File: src/rtl/dm9000a_bus_sched.sv
// DM9000A host-bus scheduler: round-robin arbitration of two requesters into
// index + data bus cycles with programmable timing. Optional index cache: DM9000A_IDX_CACHE_EN.
module dm9000a_bus_sched #(
  parameter int SETUP_CYC  = 2,
  parameter int STROBE_CYC = 3,
  parameter int HOLD_CYC   = 2
) (
  input  logic        clk,
  input  logic        rst,
  input  logic [1:0]  req_valid,
  input  logic [1:0]  req_write,
  input  logic [15:0] req_reg,
  input  logic [31:0] req_wdata,
  output logic [1:0]  req_ready,
  output logic [1:0]  rsp_valid,
  output logic [15:0] rsp_rdata,
  output logic        enet_cs_n,
  output logic        enet_cmd,
  output logic        enet_ior_n,
  output logic        enet_iow_n,
  output logic [15:0] enet_data_out,
  output logic        enet_data_oe,
  input  logic [15:0] enet_data_in
);

  localparam int CW = 8;
  localparam logic [CW-1:0] SETUP_LD  = CW'(SETUP_CYC - 1);
  localparam logic [CW-1:0] STROBE_LD = CW'(STROBE_CYC - 1);
  localparam logic [CW-1:0] HOLD_LD   = CW'(HOLD_CYC - 1);

  typedef enum logic [2:0] {
    IDLE, IDX_SETUP, IDX_STROBE, IDX_HOLD, DAT_SETUP, DAT_STROBE, DAT_HOLD, DONE
  } state_t;

  state_t          state, state_n;
  logic [CW-1:0]   cnt, cnt_n;
  logic            last_grant;
  logic            grant, accept, idx_hit;
  logic [7:0]      sel_reg;
  logic [15:0]     sel_wdata;
  logic            sel_write;

  logic [7:0]      reg_q;
  logic [15:0]     wdata_q;
  logic            write_q;
  logic            gnt_q;
  logic            cap_en;
  logic [15:0]     rdata_cap;

  logic            cs_n_d, cmd_d, ior_n_d, iow_n_d, oe_d;
  logic [15:0]     dout_d;
  logic [1:0]      rsp_valid_d;

  // With both requesters pending, the one not served last wins.
  always_comb begin
    grant     = (req_valid == 2'b11) ? ~last_grant : req_valid[1];
    sel_reg   = grant ? req_reg[15:8]    : req_reg[7:0];
    sel_wdata = grant ? req_wdata[31:16] : req_wdata[15:0];
    sel_write = grant ? req_write[1]     : req_write[0];
    accept    = (state == IDLE) && (req_valid != 2'b00);
  end

`ifdef DM9000A_IDX_CACHE_EN
  logic       cache_valid;
  logic [7:0] cache_idx;

  assign idx_hit = cache_valid && (cache_idx == sel_reg);

  always_ff @(posedge clk) begin
    if (rst) begin
      cache_valid <= 1'b0;
      cache_idx   <= '0;
    end else if (state == IDX_HOLD && cnt == '0) begin
      cache_valid <= 1'b1;
      cache_idx   <= reg_q;
    end
  end
`else
  assign idx_hit = 1'b0;
`endif

  // State register
  always_ff @(posedge clk) begin
    // NOTE: sequential state uses non-blocking assignments so every register
    // samples pre-edge values regardless of process ordering.
    if (rst) begin
      state <= IDLE;
      cnt   <= '0;
    end else begin
      state <= state_n;
      cnt   <= cnt_n;
    end
  end

  // Next-state: one down-counter, reloaded with the length of each phase on entry
  always_comb begin
    // NOTE: defaults first so no path through the case leaves a signal
    // unassigned, which would infer a latch.
    state_n = state;
    cnt_n   = (cnt != '0) ? cnt - 1'b1 : cnt;
    case (state)
      IDLE: begin
        if (accept) begin
          state_n = idx_hit ? DAT_SETUP : IDX_SETUP;
          cnt_n   = SETUP_LD;
        end
      end
      IDX_SETUP:  if (cnt == '0) begin state_n = IDX_STROBE; cnt_n = STROBE_LD; end
      IDX_STROBE: if (cnt == '0) begin state_n = IDX_HOLD;   cnt_n = HOLD_LD;   end
      IDX_HOLD:   if (cnt == '0) begin state_n = DAT_SETUP;  cnt_n = SETUP_LD;  end
      DAT_SETUP:  if (cnt == '0) begin state_n = DAT_STROBE; cnt_n = STROBE_LD; end
      DAT_STROBE: if (cnt == '0) begin state_n = DAT_HOLD;   cnt_n = HOLD_LD;   end
      DAT_HOLD:   if (cnt == '0) begin state_n = DONE;       cnt_n = '0;        end
      DONE:       state_n = IDLE;
      default:    state_n = IDLE;
    endcase
  end

  // Bus drive values for the current state; registered one cycle later
  always_comb begin
    cs_n_d      = 1'b1;
    cmd_d       = 1'b0;
    ior_n_d     = 1'b1;
    iow_n_d     = 1'b1;
    oe_d        = 1'b0;
    dout_d      = '0;
    rsp_valid_d = 2'b00;
    case (state)
      IDX_SETUP, IDX_STROBE, IDX_HOLD: begin
        // CS_n drops out for the final hold cycle to separate index and data cycles
        cs_n_d  = (state == IDX_HOLD) && (cnt == '0);
        oe_d    = 1'b1;
        dout_d  = {8'h00, reg_q};
        iow_n_d = (state != IDX_STROBE);
      end
      DAT_SETUP, DAT_STROBE, DAT_HOLD: begin
        cs_n_d  = 1'b0;
        cmd_d   = 1'b1;
        oe_d    = write_q;
        dout_d  = write_q ? wdata_q : 16'h0000;
        iow_n_d = !((state == DAT_STROBE) && write_q);
        ior_n_d = !((state == DAT_STROBE) && !write_q);
      end
      DONE:    rsp_valid_d = gnt_q ? 2'b10 : 2'b01;
      default: ;
    endcase
  end

  // Request latch and arbitration history
  always_ff @(posedge clk) begin
    if (rst) begin
      last_grant <= 1'b1;
      req_ready  <= 2'b00;
      gnt_q      <= 1'b0;
      write_q    <= 1'b0;
      cap_en     <= 1'b0;
    end else begin
      req_ready <= accept ? (grant ? 2'b10 : 2'b01) : 2'b00;
      if (accept) begin
        last_grant <= grant;
        gnt_q      <= grant;
        write_q    <= sel_write;
      end
      // Flags the cycle in which the bus shows the last read-strobe cycle
      cap_en <= (state == DAT_STROBE) && (cnt == '0) && !write_q;
    end
  end

  // NOTE: pure data registers carry no reset; they are always loaded before
  // any control path consumes them.
  always_ff @(posedge clk) begin
    if (accept) begin
      reg_q   <= sel_reg;
      wdata_q <= sel_wdata;
    end
    if (cap_en) rdata_cap <= enet_data_in;
  end

  // Registered outputs
  always_ff @(posedge clk) begin
    if (rst) begin
      enet_cs_n     <= 1'b1;
      enet_cmd      <= 1'b0;
      enet_ior_n    <= 1'b1;
      enet_iow_n    <= 1'b1;
      enet_data_oe  <= 1'b0;
      enet_data_out <= '0;
      rsp_valid     <= 2'b00;
      rsp_rdata     <= '0;
    end else begin
      enet_cs_n     <= cs_n_d;
      enet_cmd      <= cmd_d;
      enet_ior_n    <= ior_n_d;
      enet_iow_n    <= iow_n_d;
      enet_data_oe  <= oe_d;
      enet_data_out <= dout_d;
      rsp_valid     <= rsp_valid_d;
      if (state == DONE && !write_q) rsp_rdata <= rdata_cap;
    end
  end

endmodule

File: config.mk
export PLATFORM = sky130hd
export DESIGN_NAME = dm9000a_bus_sched
export DESIGN_NICKNAME = d
export VERILOG_FILES = /design/src/rtl/dm9000a_bus_sched.sv
export SDC_FILE = /design/constraint.sdc
export NUM_CORES = 1
export LEC_CHECK = 0
export ABC_CLOCK_PERIOD_IN_PS = 3000
export CAP_MARGIN = 10
export CELL_PAD_IN_SITES_DETAIL_PLACEMENT = 1
export CELL_PAD_IN_SITES_GLOBAL_PLACEMENT = 1
export CORE_MARGIN = 2
export CORE_UTILIZATION = 39
export DETAILED_ROUTE_END_ITERATION = 12
export PLACE_DENSITY_LB_ADDON = 0.1
export SLEW_MARGIN = 20
export SYNTH_ARGS = -nofsm -noshare
export SYNTH_HDL_FRONTEND = slang
export SYNTH_SLANG_ARGS = --single-unit
export TNS_END_PERCENT = 20
File: constraint.sdc
create_clock -name clk -period 3 [get_ports clk]
set_input_delay 0.6 -clock clk [delete_from_list [all_inputs] [get_ports clk]]
set_output_delay 0.6 -clock clk [all_outputs]
set_load 0.1 [all_outputs]
==> key figures, run 1 <==
Outcome
  – Outcome: complete, no violations

Synthesis
  – Number of synthesized flops with an enable pin: 40
  – Post-synth ARST share: 0%
  – Syn_area_per_cell: 11.8 sq um
  – Mapped Area: about 0.0036 sq mm
  – Seq/Total Area, Yosys: between 60% and 70%
  – Synth cell types: 46
  – Synth Flop Type: dfxtp_1
  – Synthesized flop and latch total: 96
  – Synth Warn #: 0
  – Syn_nets: roughly 380
  – Post-Synthesis Cells: 307

Timing
  – Clk_skew: approximately 0.016 ns
  – Min Tclk post-route: about 2.0 ns
  – Max Freq: between 500 and 600 MHz
  – Setup TNS: 0 ns
  – Slew HR: about half
  – Final WS setup: 1.01 ns
  – Final Hold Fails: 0
  – Unrepaired setup endpoints after global routing: no
  – WHS: around 0.45 ns
  – Max-slew violations: 0
  – # setup viols final: 0
  – Tcrit/Tclk final: between 60% and 70%
  – Worst slew pin tran: ~0.73 ns

Pwr
  – Internal Pwr Total: approximately 2.6 mW
  – Peak VDD IR: ~0.30 mV
  – Clock share of power: between 20% and 30%
  – Power after layout: 4.08 mW
  – Pwr dens: just over 800 mW/mm^2
  – Comb pwr share: between 30% and 40%
  – Sequential power share: 44.6%
  – Switching part of the total: a little under two fifths
  – Switch Pwr: 1.51 mW
  – LEAKAGE: ~1.9 nW

Detailed routing
  – Vias after detailed routing: between 2000 and 3000
  – Drt drc: 0
  – Via density: 4.90
  – DRT iter0 DRCs: 53
  – Routed len/inst: between 15 and 20 microns
  – ANT nets after route: 0
  – 1st-pass router iterations: 4
  – Final WL: 8.02 mm

Die
  – Die Wd: around 100 microns
  – Core Region: 0.00915 sq mm
  – IO Pins: between 100 and 150
  – Row cnt: 35
  – Initial Util: a little under 40%
  – Die H: ~100 microns
  – Die ar.: between 0.01 and 0.015 sq mm

CTS
  – Max clock buf depth: 2
  – Root Driver: clkbuf_8
  – CTS Sinks: 96
  – Cts repair resizes: 0
  – Clk Latency, worst-skew pair: between 0.3 and 0.4 ns
  – Hold buffer count at CTS: 0
  – CTS H-tree lvls: 3
  – Reg clk slew, reported paths: around 0.10 ns
  – TritonCTS buffer count: 9
  – Post-CTS Setup Inserts: 0
  – CTS tree: done

Global route
  – GR Util All Layers: roughly 16%
  – Vias in the first global route: 2601
  – Initial antenna violation count: 0
  – Global-route wire length before repair: ~13 mm
  – Pin count of the biggest net entering global routing: 29
  – Total gr overflow: 0

Setup path
  – Worst-path cell chain: nor3_2, o21ai_1, inv_2, nand2_1, a21oi_1
  – Crit Path Category: reg2reg
  – Kind of end point of the critical path: flop
  – Critical path startpoint: state[2]
  – Worst-path maximum fanout: 27
  – Crit start category: flop
  – CP arrival: ~2.3 ns
  – RR Startpoint: state[2]
  – Req. time, crit path: 3.29 ns
  – Crit-path max cell delay: 0.50 ns
  – Slowest CP cell: dfxtp_1

Final layout
  – Fraction of layout cells with a size suffix above 1: 23.3%
  – Layout Utilization: 53.9%
  – Post-route cell area: ~0.0049 sq mm
  – Fillers: between 900 and 1000
  – Non-Filler Instances: about 530
  – Layout Nets: roughly 500
  – Area delta synth->final: 36.0%
  – ANT cells: 0

Placement
  – DP HPWL: 5.76 mm
  – Placed Cells: 516
  – # port buffers: 110
  – Post-place instance area: ~0.0047 sq mm
  – Pre-CTS WS: 0.733 ns
  – GPL Wtd Cong: around 0.75

Min path
  – HP Class: reg2reg
  – Hold Crit Start: wdata_q[12]

Run
  – Max Cap Violations: 0
==> power by group through the flow <==
stage | Combinational [mW] | Clock, mW | Sequential [mW]
CTS | 1.40 | 0.915 | 1.83
floorplan | 0.792 | 0 | 2.07
finish | 1.37 | 0.887 | 1.82
detailed placement | 1.40 | 0 | 1.85
global route | 1.52 | 0.957 | 1.86
global placement | 1.37 | 0 | 1.84
==> layout by cell type, fill, tap and decap left out, drive strengths merged, types with 5 or more instances in the layout <==
| master | instances |
|---|---|
| mux2 | 24 |
| and2 | 10 |
| nor3 | 6 |
| buf | 44 |
| clkbuf | 9 |
| o21ai | 5 |
| a22oi | 8 |
| clkdlybuf4s50 | 69 |
| nand2 | 43 |
| nor2 | 25 |
| inv | 14 |
| dfxtp | 56 |
| edfxtp | 40 |
| a21oi | 25 |
==> worst paths after layout <==
check / slack, ns / endpoint / cells past startpoint
worst max-delay path: 1.01 / gnt_q / 5
worst min-delay path: 0.45 / enet_data_out[12] / 1
worst max register to register: 1.01 / gnt_q / 5
worst min register to register: 0.45 / enet_data_out[12] / 1
==> state kept, by name, summed over array words and instances, names as in the netlist, 2 cells and up <==
name           flops
rsp_rdata         16
reg_q              8
rdata_cap         16
state              3
rsp_valid          2
req_ready          2
wdata_q           16
cnt                8
enet_data_out     16
==> critical path: cells and delay by family (launching register included) <==
kind / cells / cell delay, ns
flip-flops: 1 / 0.50
AND/OR/NAND/NOR: 2 / 0.54
buffers and inverters: 1 / 0.47
AO/OA/AOI/OAI: 2 / 0.41
==> synthesized netlist by cell type, types with 2 or more instances <==
| master | count | share of area [%] |
|---|---|---|
| inv_1 | 8 | 0.83 |
| nand2_1 | 43 | 4.4 |
| ha_1 | 4 | 1.4 |
| mux2_2 | 24 | 7.4 |
| dfxtp_1 | 56 | 31 |
| a21oi_1 | 24 | 3.3 |
| nand3b_1 | 2 | 0.41 |
| edfxtp_1 | 40 | 33 |
| nand2b_1 | 4 | 0.69 |
| and2_1 | 8 | 1.4 |
| clkbuf_1 | 8 | 0.83 |
| mux2i_1 | 4 | 1.1 |
| a22oi_1 | 8 | 1.7 |
| nor3_1 | 5 | 0.69 |
| buf_2 | 7 | 0.96 |
| a211oi_1 | 3 | 0.62 |
| and3_1 | 2 | 0.34 |
| o21ai_0 | 4 | 0.55 |
| a32oi_1 | 2 | 0.48 |
| nor2_1 | 25 | 2.6 |
==> logic make-up after synthesis <==
group	after synthesis	synth area share, %
compound gates	51	8.89
xor+xnor	1	0.241
buf+inv	25	2.89
mux	28	8.55
flops	96	64.0
fa+ha+maj	4	1.38
simple gates	102	14.1
==> final cells by class <==
cell class                 instances  area (sq um)  area share (%)
timing repair buffer             113          1020            20.7
multi-input combinational        186          1210            24.5
clock buffer                       9           124            2.51
sequential                        96          2320            47.0
clock inverter                     7          83.8            1.70
inverter                          10          40.0           0.811
tap                              111           139            2.81
==> layer usage <==
layer,GRT usage (%),up-vias,wire (microns)
met5,0,-,0
met4,6.95,0,65
met3,5.27,5,597
met2,27.3,79,4020
met1,19.1,1228,3340
li1,-,1294,-
Note: power is estimated with default switching activity, not from simulation.
==> inputs of run 2 (changes only) <==
Settings changed: ABC_CLOCK_PERIOD_IN_PS 3000 to 1700, CORE_UTILIZATION 39 to 32.
Clock period 3 ns to 1.7 ns, I/O delays scaled along.
==> run 2 against run 1 <==
Compared with the run above:
- via count rose by 5.6%
- final cell count is 10% higher
- global-route usage is 1.7 points lower
- count of clock-buffer cells in the layout unchanged
- sequential share of layout area fell by 7.1 points
- combinational power rose by 140%
- maximum frequency rose by 19%
- critical path type unchanged
- largest cell class unchanged
==> key figures, run 2 (synthesized netlist as in run 1, its figures left out) <==
Outcome
  – Outcome: complete, no violations

Final layout
  – Non-Filler Instances: around 590
  – Layout Utilization: roughly 53%
  – Most frequent cells in the layout: clkdlybuf4s50_1 (69), dfxtp_1 (54), buf_12 (43)
  – Most common cell after layout, fill and taps aside: clkdlybuf4s50_1
  – Layout Nets: approximately 520
  – Fraction of layout cells with a size suffix above 1: between 20% and 30%
  – Post-route cell area: approximately 0.0058 sq mm
  – ANT cells: 0
  – Area delta synth->final: 60.4%

Pwr
  – Pwr dens: between 1000 and 1500 mW/mm^2
  – Power after layout: between 8 and 9 mW
  – Peak VDD IR: approximately 0.76 mV
  – LEAKAGE: about 2.1 nW

Placement
  – # port buffers: between 100 and 150
  – Post-place instance area: roughly 0.0055 sq mm
  – Placed Cells: 570
  – GPL Wtd Cong: 0.765
  – DP HPWL: 6.48 mm
  – Pre-CTS WS: -0.182 ns

CTS
  – Clk Latency, worst-skew pair: ~0.34 ns
  – CTS H-tree lvls: 3
  – Root Driver: clkbuf_16
  – Max clock buf depth: 2
  – Reg clk slew, reported paths: 0.07 ns
  – CTS Sinks: 96
  – CTS tree: done
  – TritonCTS buffer count: 9

Setup path
  – Kind of end point of the critical path: flop
  – CP arrival: 1.90 ns
  – Req. time, crit path: between 1.5 and 2 ns
  – Worst-path maximum fanout: 4
  – Crit start category: flop
  – Crit Path Category: reg2reg

Timing
  – Max Freq: between 500 and 600 MHz
  – Setup TNS: 0 ns
  – WHS: around 0.44 ns
  – Worst slew pin tran: 0.474 ns
  – Slew HR: 68.3%
  – Final WS setup: roughly 0.022 ns
  – Final Hold Fails: 0
  – Min Tclk post-route: ~1.7 ns
  – Clk_skew: between 0.006 and 0.007 ns
  – Tcrit/Tclk final: roughly 99%
  – # setup viols final: 0
  – Max-slew violations: 0
  – Unrepaired setup endpoints after global routing: yes

Die
  – Row cnt: 38
  – Die H: ~110 microns
  – Die ar.: roughly 0.012 sq mm
  – Die Wd: ~110 microns
  – Initial Util: about a third
  – IO Pins: ~110
  – Core Region: between 0.01 and 0.015 sq mm

Min path
  – HP Class: reg2reg

Global route
  – Pin count of the biggest net entering global routing: 26
  – Initial antenna violation count: 0
  – Vias in the first global route: 2949
  – Total gr overflow: 0
  – Global-route wire length before repair: around 14 mm
  – GR Util All Layers: ~15%

Detailed routing
  – Vias after detailed routing: around 2800
  – 1st-pass router iterations: 4
  – Routed len/inst: 14.8 microns
  – DRT iter0 DRCs: 47
  – ANT nets after route: 0
  – Final WL: roughly 8.7 mm
  – Via density: ~4.7
  – Drt drc: 0

Run
  – Max Cap Violations: 0
-- run 2: cell count changes in the layout (fill, tap and decap cells not counted), sizes merged --
cell	previous run	this run
bufinv	1	0
clkinv	2	3
inv	14	12
buf	44	71
clkinvlp	0	1
-- run 2: path summary, 6_finish.rpt --
check | from | to | slack (ns) | cells after the start
max | cnt[0] | cnt[0] | 0.02 | 9
min | wdata_q[8] | enet_data_out[8] | 0.44 | 1
max reg2reg | cnt[0] | cnt[0] | 0.02 | 9
min reg2reg | wdata_q[8] | enet_data_out[8] | 0.44 | 1
-- run 2: report_power, final --
| group | internal, mW | total [mW] | switching, mW |
|---|---|---|---|
| clock network | 0.992 | 1.86 | 0.863 |
| registers | 2.91 | 3.19 | 0.285 |
| logic | 1.55 | 3.30 | 1.75 |
| total | 5.45 | 8.35 | 2.90 |
-- run 2: cell type report --
cell class | instances | area (sq um)
clock inverter | 6 | 45.0
fill | 1140 | 5110
timing repair buffer | 140 | 1760
inverter | 10 | 42.5
sequential | 96 | 2320
tap | 140 | 175
clock buffer | 9 | 225
multi-input combinational | 186 | 1250
-- run 2: worst max-delay path, stage by stage (launching register included) --
cell and delay, ns:
dfxtp_2 0.34, inv_4 0.06, ha_4 0.12, nor3b_4 0.23, and2_4 0.20, inv_4 0.05
ha_4 0.26, nand2_2 0.05, a32oi_2 0.18, a21oi_1 0.09
-- run 2: routing by layer --
layer | GRT usage (%) | vias to the layer above | wire, microns
met3 | 6.42 | 5 | 623
met5 | 0 | - | 0
met2 | 27.2 | 77 | 4710
li1 | - | 1347 | -
met1 | 14.8 | 1324 | 3320
met4 | 3.75 | 0 | 57
-- run 2: what timing repair did --
item                       in CTS  in global routing
pin swaps                       1                  3
hold buffers                    0                  0
gates resized for setup         1                  5
setup buffers                   2                  0
setup endpoints to repair       4                  6
==> inputs of run 3 (changes only) <==
Settings changed: CORE_MARGIN 2 to not set, CTS_CLUSTER_SIZE set to 8.
==> run 3 against run 2 <==
Compared with the run above:
- sequential power about the same
- global-route usage is 1.7 points higher
- routed wire length up 4.2%
- via count is 2.1% higher
- sequential share of layout area fell by 0.61 points
- combinational power grew 8.8%
- die area is 3.6% lower
- total power increased by 4.3%
- first-iteration DRC count is 45% higher
- critical path depth decreased by 3
- critical path type unchanged
==> key figures, run 3 (synthesized netlist as in run 1, its figures left out) <==
Outcome
  – Outcome: complete, no violations

Timing
  – Final WS setup: 0.0539 ns
  – Unrepaired setup endpoints after global routing: yes
  – Clk_skew: between 0.006 and 0.007 ns
  – Tcrit/Tclk final: 96.8%
  – Slew HR: approximately 69%
  – # setup viols final: 0
  – Worst slew pin tran: ~0.47 ns
  – Final Hold Fails: 0
  – Min Tclk post-route: about 1.6 ns
  – Setup TNS: 0 ns
  – Max-slew violations: 0
  – Max Freq: 608 MHz

Setup path
  – Req. time, crit path: 1.97 ns
  – Crit Path Category: reg2reg
  – Kind of end point of the critical path: flop
  – Flop2flop setup slack: 0.05 ns
  – Worst-path maximum fanout: 3
  – CP arrival: around 1.9 ns
  – Crit start category: flop

Detailed routing
  – Final WL: roughly 9.1 mm
  – DRT iter0 DRCs: 68
  – 1st-pass router iterations: 4
  – ANT nets after route: 0
  – Via density: about 4.7
  – Routed len/inst: ~15 microns
  – Vias after detailed routing: approximately 2800
  – Drt drc: 0

Pwr
  – Peak VDD IR: between 0.5 and 0.6 mV
  – LEAKAGE: approximately 2.2 nW
  – Pwr dens: 1470 mW/mm^2

CTS
  – Clk Latency, worst-skew pair: approximately 0.34 ns
  – Max clock buf depth: 2
  – Root Driver: clkbuf_16
  – Reg clk slew, reported paths: around 0.060 ns
  – TritonCTS buffer count: 9
  – CTS Sinks: between 90 and 100
  – Hold buffer count at CTS: 0
  – CTS tree: done
  – CTS H-tree lvls: 3

Final layout
  – Layout Nets: 522
  – ANT cells: 0
  – Post-route cell area: ~0.0059 sq mm
  – Sequential cell area: ~0.0023 sq mm
  – Area delta synth->final: 62.9%
  – Fillers: 1110
  – Fraction of layout cells with a size suffix above 1: 31.1%
  – Most frequent cells in the layout: clkdlybuf4s50_1 (69), dfxtp_1 (54), buf_12 (45)
  – Most common cell after layout, fill and taps aside: clkdlybuf4s50_1
  – Area of the multi-input gates: about 0.0013 sq mm

Placement
  – GPL Wtd Cong: 0.755
  – Pre-CTS WS: -0.161 ns
  – Post-place instance area: 0.00555 sq mm
  – # port buffers: 110
  – DP HPWL: between 6 and 7 mm

Global route
  – Global-route wire length before repair: 14.1 mm
  – Pin count of the biggest net entering global routing: 26
  – Initial antenna violation count: 0
  – Total gr overflow: 0
  – GR Util All Layers: between 15 and 20%
  – Vias in the first global route: 2849

Die
  – Die ar.: 0.0118 sq mm
  – Initial Util: about 33%
  – Row cnt: 38
  – IO Pins: about 110
  – Core Region: about 0.011 sq mm
  – Die H: 109 microns
  – Die Wd: about 110 microns

Run
  – Max Cap Violations: 0

Min path
  – HP Class: reg2reg
==> run 3: changes by cell type in the layout (fill, tap and decap cells not counted), moves of 2 or more <==
cell,previous run,this run
buf_12,43,45
buf_4,28,31
clkbuf_1,0,2
inv_4,3,1
inv_6,1,3
==> run 3: repair_timing <==
item	4_1_cts	5_1_grt
pin swaps	0	2
endpoints found under the setup margin	1	12
gates resized for setup	3	7
setup buffers	1	4
==> run 3: report_power, final <==
group          total, mW  leakage, nW  internal [mW]  switching (mW)
registers           3.20        0.834           2.91           0.296
clock network       1.92        0.138           1.05           0.867
logic               3.59         1.21           1.75            1.83
total               8.71         2.18           5.71            3.00
==> run 3: final timing paths <==
| check | startpoint | endpoint | cells past startpoint |
|---|---|---|---|
| hold reg to reg | wdata_q[15] | enet_data_out[15] | 1 |
| hold / removal | wdata_q[15] | enet_data_out[15] | 1 |
| setup / recovery | cnt[0] | cnt[5] | 6 |
| setup reg to reg | cnt[0] | cnt[5] | 6 |
==> run 3: critical path, stage by stage, from the launching register on <==
cell,delay [ns]
dfxtp_2,0.36
inv_4,0.04
ha_4,0.15
nor3b_4,0.15
buf_4,0.14
or4_2,0.61
a21oi_2,0.13
==> run 3: layer usage <==
layer | wire, microns | GRT usage [%] | up-vias
li1 | - | - | 1361
met1 | 3520 | 17.3 | 1359
met2 | 4790 | 29.2 | 82
met3 | 666 | 5.67 | 10
met4 | 108 | 6.95 | 0
met5 | 0 | 0 | -
==> run 3: area by class of cell <==
| type | instances | share of cell area, % |
|---|---|---|
| Timing Repair Buffer | 145 | 30.9 |
| Multi-Input combinational cell | 186 | 21.3 |
| Clock inverter | 4 | 0.592 |
| Tap cell | 140 | 2.96 |
| Inverter | 10 | 0.762 |
| Clock buffer | 12 | 4.17 |
| Sequential cell | 96 | 39.3 |
==> run 3: through the flow <==
stage | util, % | power, mW | std cells | hold WS, ns
after floorplan | - | 5.13 | 307 | 0.420
after global placement | 50.7 | 6.42 | 572 | 0.421
after detailed placement | 50.7 | 6.53 | 572 | 0.431
after CTS | 53.5 | 8.54 | 589 | 0.444
after global routing | 54.1 | 9.19 | 593 | 0.456
final | 54.1 | 8.71 | 593 | 0.441
